--- src/rtl/mlfpga_pkg.sv ---
// Shared constants for the ML compute-array datapath cells.
//   DATA_WIDTH_DEF   : default activation width
//   WEIGHT_WIDTH_DEF : default weight width (must not exceed the activation width)
//   acc_width()      : accumulator width derived from the activation width
package mlfpga_pkg;

  localparam int DATA_WIDTH_DEF   = 8;
  localparam int WEIGHT_WIDTH_DEF = 8;

  function automatic int acc_width(input int data_width);
    return 2 * data_width;
  endfunction

  localparam int ACC_WIDTH_DEF = acc_width(DATA_WIDTH_DEF);

endpackage

--- src/rtl/multiply_and_add_mac_comb.sv ---
// Pure-combinational multiply-accumulate leaf: sum = add_value + input_value * weight_value.
// Ports:
//   add_value    in  ACC_WIDTH     incoming partial sum
//   input_value  in  DATA_WIDTH    activation operand
//   weight_value in  WEIGHT_WIDTH  weight operand
//   sum          out ACC_WIDTH     result modulo 2^ACC_WIDTH
//   carry        out 1             carry-out of the addition
module mac_comb
  import mlfpga_pkg::*;
#(
  parameter int DATA_WIDTH   = DATA_WIDTH_DEF,
  parameter int WEIGHT_WIDTH = WEIGHT_WIDTH_DEF,
  parameter int ACC_WIDTH    = acc_width(DATA_WIDTH)
) (
  input  logic [ACC_WIDTH-1:0]    add_value,
  input  logic [DATA_WIDTH-1:0]   input_value,
  input  logic [WEIGHT_WIDTH-1:0] weight_value,
  output logic [ACC_WIDTH-1:0]    sum,
  output logic                    carry
);

  logic [ACC_WIDTH-1:0] product;
  logic [ACC_WIDTH:0]   sum_full;

  // The product fits in ACC_WIDTH because the weight is never wider than the activation.
  always_comb begin
    product  = ACC_WIDTH'(input_value) * ACC_WIDTH'(weight_value);
    sum_full = {1'b0, add_value} + {1'b0, product};
  end

  assign sum   = sum_full[ACC_WIDTH-1:0];
  assign carry = sum_full[ACC_WIDTH];

endmodule

--- src/rtl/multiply_and_add.sv ---
// Unsigned multiply-accumulate cell with combinational result and a one-cycle
// registered copy (valid + overflow) for pipelined chaining between cells.
// Ports:
//   clk, rst_n      clock (rising edge), asynchronous active-low reset
//   add_value       in  2*DATA_WIDTH  incoming partial sum
//   input_value     in  DATA_WIDTH    activation
//   weight_value    in  WEIGHT_WIDTH  weight
//   in_valid        in  1             qualifies operands for the register stage
//   output_value    out 2*DATA_WIDTH  combinational result
//   out_valid       out 1             registered in_valid
//   output_value_q  out 2*DATA_WIDTH  registered result (held when in_valid=0)
//   overflow_q      out 1             registered carry-out (held when in_valid=0)
module multiply_and_add
  import mlfpga_pkg::*;
#(
  parameter int DATA_WIDTH   = DATA_WIDTH_DEF,
  parameter int WEIGHT_WIDTH = WEIGHT_WIDTH_DEF
) (
  input  logic                         clk,
  input  logic                         rst_n,
  input  logic [2*DATA_WIDTH-1:0]      add_value,
  input  logic [DATA_WIDTH-1:0]        input_value,
  input  logic [WEIGHT_WIDTH-1:0]      weight_value,
  input  logic                         in_valid,
  output logic [2*DATA_WIDTH-1:0]      output_value,
  output logic                         out_valid,
  output logic [2*DATA_WIDTH-1:0]      output_value_q,
  output logic                         overflow_q
);

  localparam int ACC_WIDTH = acc_width(DATA_WIDTH);

  if (WEIGHT_WIDTH > DATA_WIDTH) begin : g_bad_width
    $error("multiply_and_add: WEIGHT_WIDTH must not exceed DATA_WIDTH");
  end

  logic                 carry;
  logic [ACC_WIDTH-1:0] output_value_d;
  logic                 overflow_d;
  logic                 out_valid_d;
  logic                 out_valid_q;

  mac_comb #(
    .DATA_WIDTH   (DATA_WIDTH),
    .WEIGHT_WIDTH (WEIGHT_WIDTH),
    .ACC_WIDTH    (ACC_WIDTH)
  ) u_mac_comb (
    .add_value    (add_value),
    .input_value  (input_value),
    .weight_value (weight_value),
    .sum          (output_value),
    .carry        (carry)
  );

  // Result and overflow are captured only for qualified operands; otherwise they hold.
  always_comb begin
    out_valid_d    = in_valid;
    output_value_d = output_value_q;
    overflow_d     = overflow_q;
    if (in_valid) begin
      output_value_d = output_value;
      overflow_d     = carry;
    end
  end

  always_ff @(posedge clk or negedge rst_n) begin
    if (!rst_n) begin
      out_valid_q    <= 1'b0;
      output_value_q <= '0;
      overflow_q     <= 1'b0;
    end else begin
      out_valid_q    <= out_valid_d;
      output_value_q <= output_value_d;
      overflow_q     <= overflow_d;
    end
  end

  assign out_valid = out_valid_q;

endmodule

--- config.mk ---
export PLATFORM = sky130hd
export DESIGN_NAME = multiply_and_add
export DESIGN_NICKNAME = d
export VERILOG_FILES = /design/src/rtl/mlfpga_pkg.sv /design/src/rtl/multiply_and_add_mac_comb.sv /design/src/rtl/multiply_and_add.sv
export SDC_FILE = /design/constraint.sdc
export NUM_CORES = 1
export LEC_CHECK = 0
export BUFFER_PORTS_ARGS = -buffer_cell sky130_fd_sc_hd__buf_2
export CORE_MARGIN = 2
export CORE_UTILIZATION = 35
export CTS_CLUSTER_DIAMETER = 120
export CTS_CLUSTER_SIZE = 20
export DETAILED_ROUTE_END_ITERATION = 8
export PLACE_DENSITY = 0.58
export RECOVER_POWER = 50
export SLEW_MARGIN = 20
export SYNTH_ARGS = -nofsm -noshare
export SYNTH_HDL_FRONTEND = slang
export SYNTH_SLANG_ARGS = --single-unit
--- constraint.sdc ---
create_clock -name clk -period 5.05 [get_ports clk]
set_clock_uncertainty 0.1 [all_clocks]
set_input_delay 0.2525 -clock clk [delete_from_list [all_inputs] [get_ports clk]]
set_output_delay 0.2525 -clock clk [all_outputs]
set_load 0.02 [all_outputs]
==> impl_metrics.csv, run 1 <==
group,metric,value,unit
layout,final-seq-area,450,um^2
power,peakVddDrop,0.377,mV
job,drv_cap,0,
cts,cts.htree.levels,1,
critical_path,cp.arrival,4.40,ns
global_route,grt_pass1_vias,2973,
cts,clkLatencyLatePin,0.25,ns
layout,finalNetCount,564,
global_route,grt_usage,16.1,%
die,dieHeight,101,um
layout,multiInputGateArea,2480,um^2
timing,final_hold_viol_count,0,
timing,period_minus_slack,4.76,ns
layout,stdcell_count,552,
cts,cts_tree,"yes",
global_route,gr-total-overflow,0,
synthesis,yosysWarnings,0,
timing,setup_viol,0,
route,wl_per_cell,13.6,um
timing,worst_slew_pin_slew,1.13,ns
layout,n_antenna_cell,0,
die,die_x,101,um
cts,clockBufferDepth,2,
die,num_io_pins,69,
layout,nFillCells,963,
critical_path,cp.required,4.70,ns
critical_path,end_kind,"primary output",
critical_path,path_class,"primary input to primary output",
synthesis,synth_area,3310,um^2
timing,relSlewSlack,24.7,%
route,drtPass1Iterations,4,
timing,finalCritPeriodShare,94.2,%
cts,clock-sinks,18,
placed_design,place_area,3770,um^2
hold_path,hold_path.class,"primary input to flip-flop",
route,first_iter_violations,77,
synthesis,ys_seq_area_share,13.6,%
placed_design,place_congestion,0.836,
die,core_area,9200,um^2
layout,mostFrequentLayoutCells,"inv_1, fa_1, buf_2",
power,powerDensity,575,nW/um^2
cts,numCtsBuffers,3,
synthesis,synth_nets,497,
synthesis,synth_cell_type_count,45,
power,leakage,0.00204,uW
route,vias,2757,
cts,clk_pin_slew_worst_paths,0.07,ns
route,ant_nets,0,
layout,drive_gt1_share,16.1,%
route,routed_wl,7530,um
timing,max_freq,210,MHz
synthesis,synth_cells,375,
status,status,"finished, final reports clean",
critical_path,reg2reg_depth,2,
global_route,antenna_found_initial,0,
placed_design,placedCellCount,547,
synthesis,synth-async-reset-ratio,100,%
synthesis,ys_ff_latch,18,
layout,area_growth,15.3,%
die,die_area,10300,um^2
synthesis,synth_edf_count,0,
placed_design,dp_hpwl,6440,um
cts,cts-root-buf,"clkbuf_8",
power,fin_total_pwr,2200,uW
timing,tns,0,ns
global_route,grt_max_degree,25,
layout,final_area,3820,um^2
critical_path,worstPathMaxFanout,8,
critical_path,r2r_slack,3.90,ns
die,initial_utilization,36.0,%
synthesis,ys.flop_type,"dfrtp_1",
placed_design,io_buffers,68,
route,drc,0,
timing,rsz0062_at_grt,"false",
hold_path,whs_path_depth,3,
timing,drv_slew,0,
die,rows,35,
route,viasPerCell,4.99,
critical_path,start_kind,"primary input",
synthesis,synth.avg_cell_area,8.84,um^2
global_route,grt_pass1_wl,13200,um
layout,final_common_cell,"inv_1",
## metal layers
layer	vias to the layer above	part of all wire [%]	wire, um	track usage [%]
met1	1387	43	3250	20.3
met5	-	0	0	0
met3	4	4.4	332	2.14
li1	1297	-	-	-
met4	0	0.70	53	1.98
met2	69	52	3890	30.2
## cells by family (layout without fill, tap and decap cells)
family | count (synthesis) | in the layout | synth area share [%]
AOI/OAI and AO/OA | 41 | 41 | 8.49
xor gates and xnor gates | 7 | 7 | 1.85
adders and majority gates | 87 | 87 | 44.4
buffers and inverters | 106 | 172 | 12.0
DFF | 18 | 18 | 13.6
muxes | 10 | 10 | 3.40
and+or+nand+nor | 106 | 106 | 16.2
## through the flow
stage / worst slack (ns) / utilization, % / hold slack (ns)
after floorplan: 0.546 / - / -0.143
after global placement: 0.254 / 41.0 / 0.118
after detailed placement: 0.228 / 41.0 / 0.116
after CTS: 0.213 / 41.7 / 0.268
after global routing: 0.0170 / 41.6 / 0.297
final: 0.294 / 41.6 / 0.286
## worst paths after layout
kind | startpoint | endpoint
worst max-delay path | input_value[0] | output_value[13]
worst min-delay path | add_value[0] | output_value_q[0]
worst max register to register | output_value_q[13] | output_value_q[13]
worst min register to register | output_value_q[14] | output_value_q[14]
max in group asynchronous | rst_n | output_value_q[15]
min in group asynchronous | rst_n | output_value_q[1]
## power by group
part / internal (uW) / switching, uW
combinational: 704 / 1130
clock: 69.2 / 48.4
sequential: 212 / 31.4
## timing repair
| item | 4_1_cts | 5_1_grt |
|---|---|---|
| endpoints found under the hold margin | 18 | 0 |
| setup buffers | 0 | 0 |
| endpoints found under the setup margin | 0 | 1 |
| hold buffers | 1 | 0 |
| gates resized for setup | 0 | 1 |
## registers in the layout, indices dropped and copies added, names as in the netlist
register        flops
out_valid           1
output_value_q     16
overflow_q          1
## synth_stat cells, types with 2 or more instances
master	n	area, um^2
ha_1	36	450
mux2_2	10	113
a21boi_0	2	15.0
clkbuf_1	5	18.8
a21o_1	3	22.5
nand3_1	5	25.0
a21oi_1	10	50.1
and2_1	29	181
o21a_1	2	15.0
and4_1	2	17.5
a31oi_1	4	25.0
o2111ai_1	2	17.5
nor3_1	4	20.0
dfrtp_1	18	450
o21ai_0	7	35.0
xnor2_1	6	52.6
nor2_1	12	45.0
a31o_2	2	17.5
nor2b_1	2	12.5
nand4_1	2	12.5
inv_1	98	368
nand2_1	41	154
fa_1	51	1020
## cell type report
cell class                      instances  area share, %
Clock buffer                            4           1.44
Inverter                               99           9.72
Multi-Input combinational cell        251           64.8
Sequential cell                        18           11.8
Tap cell                              111           3.63
Timing Repair Buffer                   69           8.61
## worst max-delay path, cell delays in order
cell      delay (ns)
buf_2           0.15
nand2_1         0.09
fa_1            0.51
fa_1            0.56
inv_1           0.06
fa_1            0.52
inv_1           0.05
fa_1            0.52
inv_1           0.04
ha_1            0.35
a21o_1          0.22
a221oi_4        0.34
a21oi_2         0.16
a21boi_0        0.24
xnor2_1         0.14
buf_2           0.18
No activity file was read; power rests on OpenSTA's default activity.
==> inputs of run 2 (changes only) <==
==> constraint.sdc (replaced) <==
create_clock -name clk -period 5.85 [get_ports clk]
set_clock_uncertainty 0.1 [all_clocks]
set_input_delay 0.2925 -clock clk [delete_from_list [all_inputs] [get_ports clk]]
set_output_delay 0.2925 -clock clk [all_outputs]
set_load 0.02 [all_outputs]
==> run 2 against run 1 <==
  * Via count down 2.3%
  * Largest power group unchanged
  * Final area down 0.65%
  * First-iteration DRC count down 13%
  * Critical path depth unchanged
  * Sequential share of layout area up 0.078 points
  * Sequential power down 14%
  * Clock power down 29%
  * Critical endpoint unchanged
  * Die area unchanged
  * Highest routed layer unchanged
  * Register-to-register slack better by 0.80 ns
  * Hold slack better by 0.040 ns
==> impl_metrics.csv, run 2 (synthesis gave the netlist of run 1 again) <==
group,metric,value,unit
timing,period_minus_slack,4.88,ns
timing,worst_slew_pin_slew,1.13,ns
power,seqPwrFrac,11.3,%
critical_path,cp.arrival,4.49,ns
layout,area_growth,14.5,%
critical_path,start_kind,"primary input",
die,core_area,9200,um^2
layout,final_common_cell,"inv_1",
global_route,grt_max_degree,25,
route,drtPass1Iterations,5,
cts,clkLatencyLatePin,0.24,ns
placed_design,dp_hpwl,6520,um
critical_path,slowest_delay,0.55,ns
route,wl_per_cell,13.5,um
cts,numCtsBuffers,3,
global_route,grt_pass1_vias,2884,
route,vias,2693,
placed_design,place_area,3770,um^2
timing,relSlewSlack,24.7,%
route,drc,0,
global_route,grt_usage,15.7,%
cts,cts_tree,"yes",
power,powerDensity,489,nW/um^2
layout,drive_gt1_share,15.9,%
hold_path,hold_path.class,"primary input to flip-flop",
power,p_comb_share,84.2,%
route,ant_nets,0,
critical_path,path_class,"primary input to primary output",
cts,ctsHoldBuffers,1,
timing,max_freq,205,MHz
critical_path,crit_chain,"buf_2, nand2_1, fa_1, fa_1, inv_1, fa_1, inv_1, fa_1, inv_1, ha_1, a21o_1, a221oi_2, a21oi_2, a21boi_0, xnor2_1, buf_2",
power,switchingPower,1030,uW
critical_path,critPathBufInv,5,
die,dieHeight,101,um
timing,setup_viol,0,
timing,finalCritPeriodShare,83.4,%
die,die_area,10300,um^2
timing,rsz0062_at_grt,"false",
power,clkPwrFrac,4.5,%
route,viasPerCell,4.89,
die,die_x,101,um
critical_path,cpMostUsedCell,"fa_1",
timing,final_hold_viol_count,0,
die,rows,35,
placed_design,place_congestion,0.835,
cts,cts_setup_buffers,0,
die,num_io_pins,69,
cts,clk_pin_slew_worst_paths,0.06,ns
hold_path,min_from,"add_value[0]",
power,p_int,827,uW
route,routed_wl,7450,um
placed_design,io_buffers,68,
critical_path,worstReg2RegStart,"output_value_q[13]",
global_route,antenna_found_initial,0,
critical_path,end_kind,"primary output",
job,drv_cap,0,
layout,final_util,41.3,%
critical_path,path_delay_family,"adder cells",
critical_path,critPathSlowestCell,"fa_1",
layout,final_area,3800,um^2
cts,clock-sinks,18,
status,status,"finished, final reports clean",
power,peakVddDrop,0.313,mV
power,leakage,0.00203,uW
critical_path,crit_start,"weight_value[7]",
cts,clockBufferDepth,2,
route,first_iter_violations,67,
layout,n_antenna_cell,0,
global_route,gr-total-overflow,0,
layout,regMostFlops,"output_value_q",
layout,finalNetCount,564,
layout,mostFrequentLayoutCells,"inv_1, fa_1, buf_2",
die,initial_utilization,36.0,%
cts,cts.htree.levels,1,
critical_path,cp.required,5.46,ns
critical_path,worstPathMaxFanout,8,
timing,drv_slew,0,
power,switching_share,55.4,%
global_route,grt_pass1_wl,12900,um
cts,ctsResizeCount,0,
layout,largest_reg_flops,16,
cts,cts-root-buf,"clkbuf_8",
timing,tns,0,ns
[run 2: cell count changes in the layout (fill, tap and decap cells not counted), sizes merged]
cell and delta:
clkbuf -1
[run 2: power groups by stage]
stage                     logic [uW]  registers (uW)  clock network [uW]
after floorplan                 1090             277                   0
after global placement          1580             211                   0
after detailed placement        1600             212                   0
after CTS                       1600             209                88.7
after global routing            1760             216                94.1
final                           1560             210                84.3
[run 2: layout make-up]
cell class	instances	area, um^2
Clock buffer	3	41.3
Sequential cell	18	450
Fill cell	969	5400
Multi-Input combinational cell	251	2460
Inverter	99	372
Timing Repair Buffer	69	329
Tap cell	111	139
[run 2: through the flow]
| step | worst slack, ns | std cells | power (uW) | hold slack (ns) |
|---|---|---|---|---|
| final | 0.972 | 551 | 1860 | 0.326 |
| after global routing | 0.740 | 551 | 2070 | 0.337 |
| after CTS | 0.939 | 551 | 1900 | 0.316 |
| after detailed placement | 0.948 | 547 | 1810 | 0.155 |
| after global placement | 0.975 | 547 | 1790 | 0.151 |
| after floorplan | 1.27 | 375 | 1370 | -0.103 |
[run 2: metal layers]
metal / track usage, % / vias up / routed length [um]
li1: - / 1297 / -
met1: 19.4 / 1338 / 3160
met2: 30.3 / 56 / 3940
met3: 2.28 / 2 / 331
met4: 1.04 / 0 / 19
met5: 0 / - / 0
[run 2: worst paths after layout]
path,slack (ns),end,depth (start not counted)
min in group asynchronous,0.62,output_value_q[8],2
min reg2reg,0.39,output_value_q[14],2
max in group asynchronous,4.43,output_value_q[5],2
max reg2reg,4.70,output_value_q[13],2
max,0.97,output_value[13],16
min,0.33,output_value_q[0],3
[run 2: worst reg2reg max path: cells and delay by family (launching register included)]
kind	cells	cell delay [ns]
DFF	1	0.39
AOI/OAI and AO/OA	1	0.25
and+or+nand+nor	1	0.30
==> inputs of run 3 (changes only) <==
--- a/config.mk
+++ b/config.mk
@@ -11,7 +11,7 @@
 export CTS_CLUSTER_DIAMETER = 120
 export CTS_CLUSTER_SIZE = 20
 export DETAILED_ROUTE_END_ITERATION = 8
-export PLACE_DENSITY = 0.58
+export PLACE_DENSITY = 0.6
 export RECOVER_POWER = 50
 export SLEW_MARGIN = 20
 export SYNTH_ARGS = -nofsm -noshare
==> constraint.sdc (replaced) <==
create_clock -name clk -period 4.3 [get_ports clk]
set_clock_uncertainty 0.1 [all_clocks]
set_input_delay 0.215 -clock clk [delete_from_list [all_inputs] [get_ports clk]]
set_output_delay 0.215 -clock clk [all_outputs]
set_load 0.02 [all_outputs]
==> run 3 against run 2 <==
  * Critical path depth unchanged
  * Worst setup slack lost 0.94 ns
  * Final area up 19%
  * Via count increased by 7.1%
  * Sequential share of layout area is 1.9 points lower
  * Combinational power grew 87%
  * Hold slack worse by 0.077 ns
  * Register-to-register slack got worse by 1.6 ns
  * Flip-flop and latch count unchanged
  * Utilization rose by 7.7 points
  * Sequential power increased by 36%
  * Critical path type unchanged
  * Critical endpoint is now output_value[14]
==> impl_metrics.csv, run 3 (synthesis gave the netlist of run 1 again) <==
group,metric,value,unit
critical_path,worstReg2RegStart,"output_value_q[13]",
die,initial_utilization,36.0,%
global_route,grt_usage,15.9,%
layout,n_antenna_cell,0,
placed_design,place_ws,-0.194,ns
critical_path,path_class,"primary input to primary output",
global_route,antenna_found_initial,0,
power,switchingPower,1650,uW
cts,clockBufferDepth,2,
timing,max_freq,234,MHz
timing,relSlewSlack,23.0,%
critical_path,cp.required,3.98,ns
power,clkPwrFrac,4.2,%
route,viasPerCell,4.85,
layout,area_growth,35.8,%
timing,tns,0,ns
route,routed_wl,7570,um
critical_path,r2r-end,"output_value_q[13]",
critical_path,end_kind,"primary output",
hold_path,whs_path_depth,3,
cts,cts-root-buf,"clkbuf_8",
critical_path,cpMostUsedCell,"fa_1",
job,drv_cap,0,
timing,finalCritPeriodShare,99.3,%
global_route,gr-total-overflow,0,
layout,regMostFlops,"output_value_q",
timing,setup_viol,0,
route,vias,2884,
critical_path,critPathSlowestCell,"fa_1",
route,ant_nets,0,
route,wl_per_cell,12.7,um
timing,worst_slew_pin_slew,1.15,ns
critical_path,r2r_slack,3.14,ns
placed_design,dp_hpwl,6430,um
hold_path,hold_path.class,"primary input to flip-flop",
global_route,grt_pass1_wl,13400,um
global_route,grt_max_degree,25,
die,rows,35,
critical_path,path_delay_family,"adder cells",
cts,clkLatencyLatePin,0.25,ns
power,switching_share,49.5,%
placed_design,place_congestion,0.842,
timing,final_hold_viol_count,0,
timing,period_minus_slack,4.27,ns
power,fin_total_pwr,3340,uW
placed_design,placedCellCount,584,
power,leakage,0.00232,uW
layout,final_common_cell,"inv_1",
layout,finalNetCount,607,
timing,drv_slew,0,
layout,nFillCells,905,
cts,numCtsBuffers,3,
route,first_iter_violations,91,
cts,clock-sinks,18,
route,drtPass1Iterations,4,
global_route,grt_pass1_vias,3088,
critical_path,start_kind,"primary input",
layout,largest_reg_flops,16,
critical_path,reg2reg_depth,2,
die,die_x,101,um
critical_path,cp.arrival,3.95,ns
layout,final_util,48.9,%
cts,cts.htree.levels,1,
timing,layout_setup_ws,0.0312,ns
power,powerDensity,743,nW/um^2
layout,stdcell_count,595,
power,p_comb_share,87.3,%
hold_path,hold_end,"output_value_q[0]",
critical_path,worstPathMaxFanout,7,
route,drc,0,
placed_design,io_buffers,68,
hold_path,min_from,"add_value[0]",
power,p_int,1690,uW
critical_path,critPathBufInv,5,
cts,cts_tree,"yes",
power,seqPwrFrac,8.5,%
timing,rsz0062_at_grt,"true",
die,dieHeight,101,um
layout,mostFrequentLayoutCells,"inv_1, buf_4, fa_1",
power,peakVddDrop,0.602,mV
die,core_area,9200,um^2
layout,drive_gt1_share,33.5,%
cts,clk_pin_slew_worst_paths,0.07,ns
critical_path,crit_chain,"buf_12, nand2_4, fa_1, inv_2, fa_1, fa_1, inv_2, fa_1, inv_2, ha_4, a21o_1, a31o_2, o2111ai_4, and4_4, nor2_4, buf_6",
critical_path,slowest_delay,0.56,ns
status,status,"finished, final reports clean",
die,die_area,10300,um^2
die,num_io_pins,69,
run 3: cell count changes in the layout (fill, tap and decap cells not counted), sizes merged:
cell	previous run	this run
buf	51	97
clkbuf	20	18
run 3: layout make-up:
class / count / area (um^2) / share of cell area (%)
Multi-Input combinational cell: 251 / 2700 / 60.1
Clock buffer: 4 / 55.1 / 1.22
Inverter: 99 / 372 / 8.26
Sequential cell: 18 / 450 / 10.0
Tap cell: 111 / 139 / 3.09
Timing Repair Buffer: 112 / 781 / 17.3
run 3: stage by stage:
stage          hold WS, ns  area (um^2)
6_report             0.249         4500
5_1_grt              0.252         4500
4_1_cts              0.233         4290
3_5_place_dp        0.0801         4080
3_3_place_gp        0.0758         4080
2_1_floorplan       -0.181         3350
run 3: power by group through the flow:
stage	Clock, uW	Sequential [uW]	Combinational (uW)
floorplan	0	377	1550
global placement	0	286	2450
detailed placement	0	289	2480
CTS	145	286	2690
global route	153	298	3230
finish	139	285	2920
run 3: worst min-delay path: cells and delay by family:
| family | cells | cell delay, ns |
|---|---|---|
| mux | 1 | 0.14 |
| buf+inv | 1 | 0.08 |
| fa+ha+maj | 1 | 0.13 |
run 3: timing repair:
| action | in CTS | in global routing |
|---|---|---|
| buffers inserted | 2 | 4 |
| hold buffers | 1 | 0 |
| resized for setup | 38 | 58 |
| pin swaps | 21 | 37 |
| cloned | 0 | 0 |
| setup endpoints to repair | 8 | 10 |
| endpoints found under the hold margin | 18 | 0 |
run 3: metal layers:
metal	global-route usage, %	vias up	wire length, um
met5	0	-	0
met4	2.18	0	51
met3	1.93	4	278
met2	29.4	61	3910
met1	20.4	1436	3330
li1	-	1383	-
run 3: how the worst max path moves through the flow:
| stage | startpoint | end | cells after the start |
|---|---|---|---|
| global placement | weight_value[7] | output_value[13] | 16 |
| detailed placement | weight_value[7] | output_value[13] | 16 |
| finish | weight_value[0] | output_value[14] | 16 |
| floorplan | input_value[5] | output_value[15] | 15 |
| CTS | weight_value[4] | output_value[13] | 16 |
| global route | weight_value[0] | output_value[15] | 16 |
